<file path="config.mk">
export PLATFORM = sky130hd
export DESIGN_NAME = coproc_cmd_seq_flat
export DESIGN_NICKNAME = d
export VERILOG_FILES = /design/src/rtl/coproc_cmd_seq_if.sv /design/src/rtl/coproc_cmd_seq.sv /design/src/flat_wrapper.sv
export SDC_FILE = /design/constraint.sdc
export NUM_CORES = 1
export LEC_CHECK = 0
export ABC_CLOCK_PERIOD_IN_PS = 3100
export BUFFER_PORTS_ARGS = -buffer_cell sky130_fd_sc_hd__buf_4
export CAP_MARGIN = 20
export CORE_MARGIN = 2
export CORE_UTILIZATION = 51
export DETAILED_ROUTE_END_ITERATION = 8
export PLACE_DENSITY_LB_ADDON = 0.05
export SYNTH_ARGS = -nofsm -noshare
export SYNTH_HDL_FRONTEND = slang
export SYNTH_SLANG_ARGS = --single-unit
</file>
<file path="constraint.sdc">
create_clock -name clk -period 3.1 [get_ports clk]
set_input_delay 0.155 -clock clk [delete_from_list [all_inputs] [get_ports clk]]
set_output_delay 0.155 -clock clk [all_outputs]
set_load 0.05 [all_outputs]
</file>
<file path="src/rtl/coproc_cmd_seq_if.sv">
// Command-side and coprocessor-side handshake bundle for coproc_cmd_seq.
// master: the sequencer itself; slave: the command source / coprocessor environment.
interface coproc_cmd_seq_if #(
    parameter int FUNC_W = 3,
    parameter int IDX_W  = 1
);
    logic              cmd_valid;
    logic              cmd_ready;
    logic [FUNC_W-1:0] cmd_func;
    logic              cmd_gray;
    logic [IDX_W-1:0]  cmd_idx;
    logic              cp_start;
    logic [FUNC_W-1:0] cp_func;
    logic              cp_gray;
    logic [IDX_W-1:0]  cp_img_idx;
    logic              cp_rdy;
    logic              cp_done;

    modport master (
        input  cmd_valid, cmd_func, cmd_gray, cmd_idx, cp_rdy, cp_done,
        output cmd_ready, cp_start, cp_func, cp_gray, cp_img_idx
    );

    modport slave (
        output cmd_valid, cmd_func, cmd_gray, cmd_idx, cp_rdy, cp_done,
        input  cmd_ready, cp_start, cp_func, cp_gray, cp_img_idx
    );
endinterface

</file>
<file path="src/rtl/coproc_cmd_seq.sv">
// FIFO-buffered command sequencer issuing one start/done handshake per command to the image coprocessor.
// Optional RUN watchdog is enabled by defining COPROC_CMD_SEQ_TIMEOUT_EN.
module coproc_cmd_seq #(
    parameter int DEPTH   = 4,
    parameter int FUNC_W  = 3,
    parameter int IDX_W   = 1,
    parameter int CNT_W   = 16,
    parameter int TIMEOUT = 100000
) (
    input  logic                   clk,
    input  logic                   rst_n,
    coproc_cmd_seq_if.master       bus,
    output logic                   busy,
    output logic                   cmpl_valid,
    output logic [CNT_W-1:0]       cmpl_count,
    output logic [$clog2(DEPTH):0] fifo_level,
    output logic                   err_timeout,
    input  logic                   clr_err
);
    localparam int AW = $clog2(DEPTH);
    localparam int PW = AW + 1;
    localparam int EW = FUNC_W + 1 + IDX_W;

    typedef enum logic [1:0] {
        ST_IDLE     = 2'd0,
        ST_WAIT_RDY = 2'd1,
        ST_RUN      = 2'd2
    } state_t;

    state_t            state_r;
    state_t            state_s;
    logic [EW-1:0]     fifo_mem_r [DEPTH];
    logic [PW-1:0]     wr_ptr_r;
    logic [PW-1:0]     rd_ptr_r;
    logic              full_s;
    logic              empty_s;
    logic              push_s;
    logic              pop_s;
    logic [EW-1:0]     head_s;
    logic              start_set_s;
    logic              cmpl_set_s;
    logic              end_cmd_s;
    logic              wd_hit_s;
    logic              wd_expire_s;
    logic              cp_start_r;
    logic [FUNC_W-1:0] cp_func_r;
    logic              cp_gray_r;
    logic [IDX_W-1:0]  cp_img_idx_r;
    logic              cmpl_valid_r;
    logic [CNT_W-1:0]  cmpl_count_r;

    // The extra pointer bit distinguishes full from empty when the slot indices match.
    assign empty_s = (wr_ptr_r == rd_ptr_r);
    assign full_s  = (wr_ptr_r[AW] != rd_ptr_r[AW]) && (wr_ptr_r[AW-1:0] == rd_ptr_r[AW-1:0]);
    assign head_s  = fifo_mem_r[rd_ptr_r[AW-1:0]];
    // A push into a full FIFO still lands when the head leaves on the same edge.
    assign push_s  = bus.cmd_valid && (!full_s || pop_s);

    // Command FIFO storage and circular pointers.
    always_ff @(posedge clk or negedge rst_n) begin
        if (!rst_n) begin
            wr_ptr_r <= '0;
            rd_ptr_r <= '0;
            for (int i = 0; i < DEPTH; i++) begin
                fifo_mem_r[i] <= '0;
            end
        end else begin
            if (push_s) begin
                fifo_mem_r[wr_ptr_r[AW-1:0]] <= {bus.cmd_func, bus.cmd_gray, bus.cmd_idx};
                wr_ptr_r <= wr_ptr_r + PW'(1);
            end
            if (pop_s) begin
                rd_ptr_r <= rd_ptr_r + PW'(1);
            end
        end
    end

`ifdef COPROC_CMD_SEQ_TIMEOUT_EN
    localparam int WD_W = $clog2(TIMEOUT + 1);

    logic [WD_W-1:0] wd_cnt_r;
    logic            err_r;

    assign wd_hit_s    = (wd_cnt_r == WD_W'(TIMEOUT - 1));
    assign err_timeout = err_r;

    // Watchdog counts cycles spent in RUN, restarting with every start pulse.
    always_ff @(posedge clk or negedge rst_n) begin
        if (!rst_n) begin
            wd_cnt_r <= '0;
        end else if (start_set_s) begin
            wd_cnt_r <= '0;
        end else if (state_r == ST_RUN) begin
            wd_cnt_r <= wd_cnt_r + WD_W'(1);
        end
    end

    // Sticky timeout flag; a fresh expiry outranks a same-cycle clear.
    always_ff @(posedge clk or negedge rst_n) begin
        if (!rst_n) begin
            err_r <= 1'b0;
        end else if (wd_expire_s) begin
            err_r <= 1'b1;
        end else if (clr_err) begin
            err_r <= 1'b0;
        end
    end
`else
    logic unused_wd_s;

    assign wd_hit_s    = 1'b0;
    assign unused_wd_s = clr_err | wd_expire_s;
    assign err_timeout = 1'b0;
`endif

    // Sequencer state register.
    always_ff @(posedge clk or negedge rst_n) begin
        if (!rst_n) begin
            state_r <= ST_IDLE;
        end else begin
            state_r <= state_s;
        end
    end

    // Next-state and per-cycle control: pops, start request, completion and expiry.
    always_comb begin
        state_s     = state_r;
        pop_s       = 1'b0;
        start_set_s = 1'b0;
        cmpl_set_s  = 1'b0;
        end_cmd_s   = 1'b0;
        wd_expire_s = 1'b0;
        case (state_r)
            ST_IDLE: begin
                if (!empty_s) begin
                    pop_s   = 1'b1;
                    state_s = ST_WAIT_RDY;
                end else begin
                    state_s = ST_IDLE;
                end
            end
            ST_WAIT_RDY: begin
                if (bus.cp_rdy) begin
                    start_set_s = 1'b1;
                    state_s     = ST_RUN;
                end else begin
                    state_s = ST_WAIT_RDY;
                end
            end
            ST_RUN: begin
                // cp_done on the expiry cycle counts as a normal completion.
                if (bus.cp_done) begin
                    cmpl_set_s = 1'b1;
                    end_cmd_s  = 1'b1;
                end else if (wd_hit_s) begin
                    wd_expire_s = 1'b1;
                    end_cmd_s   = 1'b1;
                end else begin
                    end_cmd_s = 1'b0;
                end
                if (end_cmd_s) begin
                    if (!empty_s) begin
                        pop_s   = 1'b1;
                        state_s = ST_WAIT_RDY;
                    end else begin
                        state_s = ST_IDLE;
                    end
                end else begin
                    state_s = ST_RUN;
                end
            end
            default: begin
                state_s = ST_IDLE;
            end
        endcase
    end

    // Registered coprocessor fields, start pulse and completion reporting.
    always_ff @(posedge clk or negedge rst_n) begin
        if (!rst_n) begin
            cp_start_r   <= 1'b0;
            cp_func_r    <= '0;
            cp_gray_r    <= 1'b0;
            cp_img_idx_r <= '0;
            cmpl_valid_r <= 1'b0;
            cmpl_count_r <= '0;
        end else begin
            cp_start_r   <= start_set_s;
            cmpl_valid_r <= cmpl_set_s;
            if (pop_s) begin
                {cp_func_r, cp_gray_r, cp_img_idx_r} <= head_s;
            end
            if (cmpl_set_s) begin
                cmpl_count_r <= cmpl_count_r + CNT_W'(1);
            end
        end
    end

    assign bus.cmd_ready  = !full_s;
    assign bus.cp_start   = cp_start_r;
    assign bus.cp_func    = cp_func_r;
    assign bus.cp_gray    = cp_gray_r;
    assign bus.cp_img_idx = cp_img_idx_r;
    assign cmpl_valid     = cmpl_valid_r;
    assign cmpl_count     = cmpl_count_r;
    assign fifo_level     = wr_ptr_r - rd_ptr_r;
    assign busy           = (state_r != ST_IDLE) || !empty_s;
endmodule

</file>
<file path="src/flat_wrapper.sv">
// flat-port wrapper written by rule: the top's interface ports become plain ports
module coproc_cmd_seq_flat 
#(
    parameter int DEPTH   = 4,
    parameter int FUNC_W  = 3,
    parameter int IDX_W   = 1,
    parameter int CNT_W   = 16,
    parameter int TIMEOUT = 100000
)
  (clk, rst_n, busy, cmpl_valid, cmpl_count, fifo_level, err_timeout, clr_err, bus_cmd_valid, bus_cmd_func, bus_cmd_gray, bus_cmd_idx, bus_cp_rdy, bus_cp_done, bus_cmd_ready, bus_cp_start, bus_cp_func, bus_cp_gray, bus_cp_img_idx);
  coproc_cmd_seq_if #(.FUNC_W(FUNC_W), .IDX_W(IDX_W)) bus_i ();
  input  logic clk;
  input  logic rst_n;
  output logic busy;
  output logic cmpl_valid;
  output logic [CNT_W-1:0] cmpl_count;
  output logic [$clog2(DEPTH):0] fifo_level;
  output logic err_timeout;
  input  logic clr_err;
  input wire logic [$bits(bus_i.cmd_valid)-1:0] bus_cmd_valid;
  input wire logic [$bits(bus_i.cmd_func)-1:0] bus_cmd_func;
  input wire logic [$bits(bus_i.cmd_gray)-1:0] bus_cmd_gray;
  input wire logic [$bits(bus_i.cmd_idx)-1:0] bus_cmd_idx;
  input wire logic [$bits(bus_i.cp_rdy)-1:0] bus_cp_rdy;
  input wire logic [$bits(bus_i.cp_done)-1:0] bus_cp_done;
  output wire logic [$bits(bus_i.cmd_ready)-1:0] bus_cmd_ready;
  output wire logic [$bits(bus_i.cp_start)-1:0] bus_cp_start;
  output wire logic [$bits(bus_i.cp_func)-1:0] bus_cp_func;
  output wire logic [$bits(bus_i.cp_gray)-1:0] bus_cp_gray;
  output wire logic [$bits(bus_i.cp_img_idx)-1:0] bus_cp_img_idx;
  assign bus_i.cmd_valid = bus_cmd_valid;
  assign bus_i.cmd_func = bus_cmd_func;
  assign bus_i.cmd_gray = bus_cmd_gray;
  assign bus_i.cmd_idx = bus_cmd_idx;
  assign bus_i.cp_rdy = bus_cp_rdy;
  assign bus_i.cp_done = bus_cp_done;
  assign bus_cmd_ready = bus_i.cmd_ready;
  assign bus_cp_start = bus_i.cp_start;
  assign bus_cp_func = bus_i.cp_func;
  assign bus_cp_gray = bus_i.cp_gray;
  assign bus_cp_img_idx = bus_i.cp_img_idx;
  coproc_cmd_seq #(.DEPTH(DEPTH), .FUNC_W(FUNC_W), .IDX_W(IDX_W), .CNT_W(CNT_W), .TIMEOUT(TIMEOUT)) u_core (.clk(clk), .rst_n(rst_n), .bus(bus_i), .busy(busy), .cmpl_valid(cmpl_valid), .cmpl_count(cmpl_count), .fifo_level(fifo_level), .err_timeout(err_timeout), .clr_err(clr_err));
endmodule
</file>
== After elaboration in Yosys (flattened, before gate mapping) ==
Cells that the tools add are included.

* Flip-flop bits (word level): 51
* Input bits: 11
* Output and inout bits: 29
* Logic and storage cells: 54

* $add $sub $neg: 4
* Magnitude comparators: 3
* Eq/ne operators: 5
* Multiplexer cells: 18
* Bitwise operators: 2
* Reduce and logical (&&, ||, !) cells: 9

{| class="wikitable"
|+ Operators by type and width
! kind !! count
|-
| 20-bit bitwise mux || 1
|-
| 16-bit by 1-bit adder with 16-bit output (second input constant) || 1
|-
| 5-bit 2-to-1 mux || 3
|-
| 5-bit binary-select mux with 2-bit select || 1
|-
| 5-bit demux with 2-bit select || 1
|-
| 1-bit 2-to-1 mux || 8
|-
| 3-bit by 1-bit adder with 3-bit output (second input constant) || 2
|-
| 3-bit greater-or-equal comparator (second input constant) || 2
|-
| 2-bit NOT with 3-bit output || 2
|-
| 2-bit case mux with 3 select lines || 1
|-
| 2-bit 2-to-1 mux || 2
|-
| 3-bit == test || 1
|-
| 1-bit logical AND || 3
|-
| 3-bit by 1-bit < comparator with 1-bit output (second input constant) || 1
|-
| 3-bit subtractor || 1
|-
| 2-bit by 1-bit == test with 1-bit output (second input constant) || 1
|-
| 2-bit == test || 1
|-
| 2-bit == test (second input constant) || 1
|-
| 1-bit logical NOT || 2
|-
| 2-bit logical NOT || 1
|-
| 1-bit logical OR || 2
|-
| 1-bit case mux with 2 select lines || 1
|-
| 2-bit nonzero test || 1
|-
| 1-bit != test || 1
|}

== Logic depth before layout (Yosys ltp) ==
* Depth in word-level cells: 6
* Gate-level depth with buffers: 7
* Mapped depth without buffers: 5

== Worst setup path before layout ==
OpenSTA, ideal clock, no wires.

* Path type: register to output
* Start point: reg u_core.wr_ptr_r[0]
* End point: out fifo_level[2]
* Arrival: 1.869 ns
* Data required time: 2.945 ns
* Slack: 1.076 ns
* Cell stages (with the launch flop): 5
* Buffers on the path: 0
* Path through: dfrtp_1 -> inv_1 -> ha_1 -> fa_1 -> xnor2_1

* Word-level cells in the longest chain between the ends: 1

{| class="wikitable"
|+ Ends and longest elaborated chain
! item !! line !! text
|-
| start, declared || coproc_cmd_seq.sv:33 || <nowiki>logic [PW-1:0] wr_ptr_r;</nowiki>
|-
| start signal, assigned || coproc_cmd_seq.sv:70 || <nowiki>wr_ptr_r <= wr_ptr_r + PW'(1);</nowiki>
|-
| 3-bit subtractor || coproc_cmd_seq.sv:206 || <nowiki>assign fifo_level = wr_ptr_r - rd_ptr_r;</nowiki>
|-
| end, declared || flat_wrapper.sv:17 || <nowiki>output logic [$clog2(DEPTH):0] fifo_level;</nowiki>
|}

Every way passes these cells.

== Worst setup path after layout ==
* Start point: reg u_core.rd_ptr_r[1]
* End point: reg u_core.fifo_mem_r[10] (netlist name)

* Word-level cells in the longest chain between the ends: 6
* Elaborated cells on any way between the ends: 9
* Classes of those cells: eq/ne: 2; mux: 3; reduce/logical: 4

{| class="wikitable"
|+ Ends and longest elaborated chain
! item !! line !! text
|-
| start, declared || coproc_cmd_seq.sv:34 || <nowiki>logic [PW-1:0] rd_ptr_r;</nowiki>
|-
| start signal, assigned || coproc_cmd_seq.sv:73 || <nowiki>rd_ptr_r <= rd_ptr_r + PW'(1);</nowiki>
|-
| 3-bit == test || coproc_cmd_seq.sv:53 || <nowiki>assign empty_s = (wr_ptr_r == rd_ptr_r);</nowiki>
|-
| 1-bit 2-to-1 mux || coproc_cmd_seq.sv:135, coproc_cmd_seq.sv:162 ||
|-
| 1-bit 2-to-1 mux || coproc_cmd_seq.sv:161 || <nowiki>if (end_cmd_s) begin</nowiki>
|-
| 1-bit case mux with 2 select lines || coproc_cmd_seq.sv:133 || <nowiki>case (state_r)</nowiki>
|-
| 1-bit logical OR * || coproc_cmd_seq.sv:57 || <nowiki>assign push_s = bus.cmd_valid && (!full_s || pop_s);</nowiki>
|-
| 1-bit logical AND * || coproc_cmd_seq.sv:57 ||
|-
| end signal, assigned by index || coproc_cmd_seq.sv:69 || <nowiki>fifo_mem_r[wr_ptr_r[AW-1:0]] <= {bus.cmd_func, bus.cmd_gray, bus.cmd_idx};</nowiki>
|-
| end, declared || coproc_cmd_seq.sv:32 || <nowiki>logic [EW-1:0] fifo_mem_r [DEPTH];</nowiki>
|}

Mark *: on every way between the ends. The rest lies on a longest branch, timed or not.
A chain may end at the register's enable or synchronous reset.

==> results.cfg <==
[status]
status = finished, final reports clean

[logic_synthesis]
seq_area_frac_synth_pct = 54.6
synth_edf_count = 0
ys.flop_type = dfrtp_1
yosys_warnings = 0
ys_async_sr_fraction_pct = 100
postSynthAreaPerCell_um2 = 13.4
synth_seq_cells = 51
ys_types = 29
synth_area_leaders = dfrtp_1 55%, mux2_2 13%, xnor2_1 5.6%, mux4_2 4.8%, ha_1 4.3%
yosys.area.top_type = dfrtp_1
synthCells = 174
synth_area_um2 = 2340
synth_top_area_share_pct = 54.6
syn-num-nets = 194

[timing]
setup_viol = 0
slew_violations = 0
fmax_mhz = 429
relSlewSlack_pct = 54.6
finClkSkew_ns = 0.00905
final.setup.tns_ns = 0
hold_viol = 0
rsz0062_at_grt = no
worstMarginPinSlew_ns = 0.682
period_share_pct = 75.2
min_period_ns = 2.33

[floorplan]
floorplan.rows = 24
core_um2 = 4380
die_x_um = 71.7
initial_core_util_pct = 53.3
die_height_um = 71.7
dieArea_um2 = 5140
pin_count = 40

[routing]
vias = 1457
wirelength_um = 4190
ant_nets = 0
route.detailed.drc = 0
drtPass1Iterations = 4
post_drt_via_cell_ratio = 5.46
drt_iter0_drc = 38
wl_per_cell_um = 15.7

[global_route]
grt_pass1_wl_um = 6980
track_usage_pct = 18.0
overflow = 0
grt_start_max_net_pins = 52
grt_antenna_before_repair = 0
grt_pass1_vias = 1513

[power]
clkPwrFrac_pct = 16.3
p_leak_uw = 0.00132
p_sw_share_pct = 41.5
p_seq_share_pct = 35.2
p_int_uw = 1930
ir_worst_vdd_v = 0.000676
pwr_density_cell_nw_per_um2 = 1180
combPwrFrac_pct = 48.5
p_switching_uw = 1370

[layout]
layout_commonest_cell = dfrtp_1
filler_cell_count = 335
final_cell_mix = 51 x dfrtp_1, 37 x buf_4, 27 x mux2_2
syn_to_final_growth_pct = 19.6
fin_cells = 267
num_antenna_cells = 0
drive_above_1_share_pct = 36.3
nets = 234

[clock_tree]
h-tree-depth = 2
clockRootBuffer = clkbuf_8
clk_pin_slew_ns = 0.09
clockBufferDepth = 2
cts-resized-gates = 0
cts_tree = built
clock_sinks = 51
clock_latency_ns = 0.30
cts_buffers = 5
cts_setup_buffers = 0

[setup_path]
r2r-start = u_core.rd_ptr_r[1]
required_ns = 3.29
critPathMaxFanout = 8
critPathLaunch = u_core.rd_ptr_r[1]
worst-setup-path-type = flip-flop to flip-flop
critPathLaunchType = flip-flop
cp.arrival_ns = 2.52
cp-end-kind = flip-flop

[worst_hold_path]
worstHoldStart = bus_cp_rdy
hold_class = primary input to flip-flop

[placement]
dp.cells = 258
dpl.hpwl_um = 2940
gp_congestion = 0.814
portBuffers = 37

[job]
maxCapViolCount = 0
[sequential cells by signal (all words and copies together) (netlist names)]
signal	flops
u_core.cmpl_count	16
u_core.bus.cp_img_idx	1
u_core.fifo_mem_r	20
u_core.bus.cp_func	3
u_core.bus.cp_start	1
u_core.bus.cp_gray	1
u_core.rd_ptr_r	3
u_core.wr_ptr_r	3
u_core.state_r	2
u_core.cmpl_valid	1
[power groups by stage]
| stage | sequential (uW) | clock (uW) | combinational [uW] |
|---|---|---|---|
| 2_1_floorplan | 1310 | 0 | 1050 |
| 3_3_place_gp | 1150 | 0 | 1580 |
| 3_5_place_dp | 1180 | 0 | 1610 |
| 4_1_cts | 1160 | 547 | 1620 |
| 5_1_grt | 1200 | 569 | 1720 |
| 6_report | 1160 | 537 | 1600 |
[through the flow]
stage	setup slack, ns	hold WS [ns]	cell area [um^2]	utilization [%]	power, uW
2_1_floorplan	1.08	-0.141	2340	-	2360
3_3_place_gp	0.834	0.203	2650	60.5	2730
3_5_place_dp	0.823	0.218	2650	60.5	2790
4_1_cts	0.794	0.0984	2800	63.8	3330
5_1_grt	0.668	0.0962	2800	63.8	3490
6_report	0.769	0.103	2800	63.8	3300
[path summary, 6_finish.rpt]
check / end / cells after the start / slack (ns)
worst max register to register: u_core.fifo_mem_r[10] / 5 / 0.77
min in group asynchronous: u_core.bus.cp_start / 2 / 0.40
worst min register to register: u_core.cmpl_count[15] / 1 / 0.48
max in group asynchronous: u_core.fifo_mem_r[18] / 2 / 2.26
worst min-delay path: u_core.bus.cp_start / 3 / 0.10
worst max-delay path: u_core.fifo_mem_r[10] / 5 / 0.77
[routing by layer]
| layer | vias to the layer above | wire length (um) | global-route usage [%] |
|---|---|---|---|
| met5 | - | 0 | 0 |
| met4 | 0 | 85 | 7.13 |
| met3 | 10 | 192 | 5.34 |
| met2 | 36 | 2080 | 30.2 |
| met1 | 730 | 1830 | 21.8 |
| li1 | 681 | - | - |
[cells by family (layout without fill, tap and decap cells)]
family	after synthesis	count (layout)	share of synthesized area (%)
xor+xnor	22	22	8.24
mux	32	32	17.8
compound gates	6	6	2.57
fa+ha+maj	9	9	5.14
flops	51	51	54.6
buf+inv	11	52	2.14
other cells	1	1	0.160
simple gates	42	42	9.36
[synth_stat cells, types with 2 or more instances]
master   number
nand4_1       7
inv_1         6
and2_1        2
and3_1        4
mux4_2        5
dfrtp_1      51
and4_1        2
xnor2_1      15
a21oi_1       2
ha_1          8
xor2_1        7
nor2_1        8
nand2_1      10
mux2_2       27
nand3_1       5
buf_4         2
[worst max-delay path: stages, from the launching register on]
cell,delay [ns]
dfrtp_1,0.59
inv_1,0.11
ha_1,0.38
o2111a_1,0.21
nor2_1,0.52
mux2_2,0.40
[timing repair]
action / in CTS / in global routing
setup endpoints to repair: 0 / 0
hold buffers: 1 / 0
endpoints found under the hold margin: 51 / 0
[cell type report]
cell class	count	area (um^2)	share of cell area, %
Tap cell	52	65.1	2.33
Sequential cell	51	1280	45.6
Multi-Input combinational cell	112	1010	36.2
Clock buffer	6	72.6	2.60
Clock inverter	2	60.1	2.15
Timing Repair Buffer	38	288	10.3
Inverter	6	22.5	0.805
Note: power is estimated with default switching activity, not from simulation.
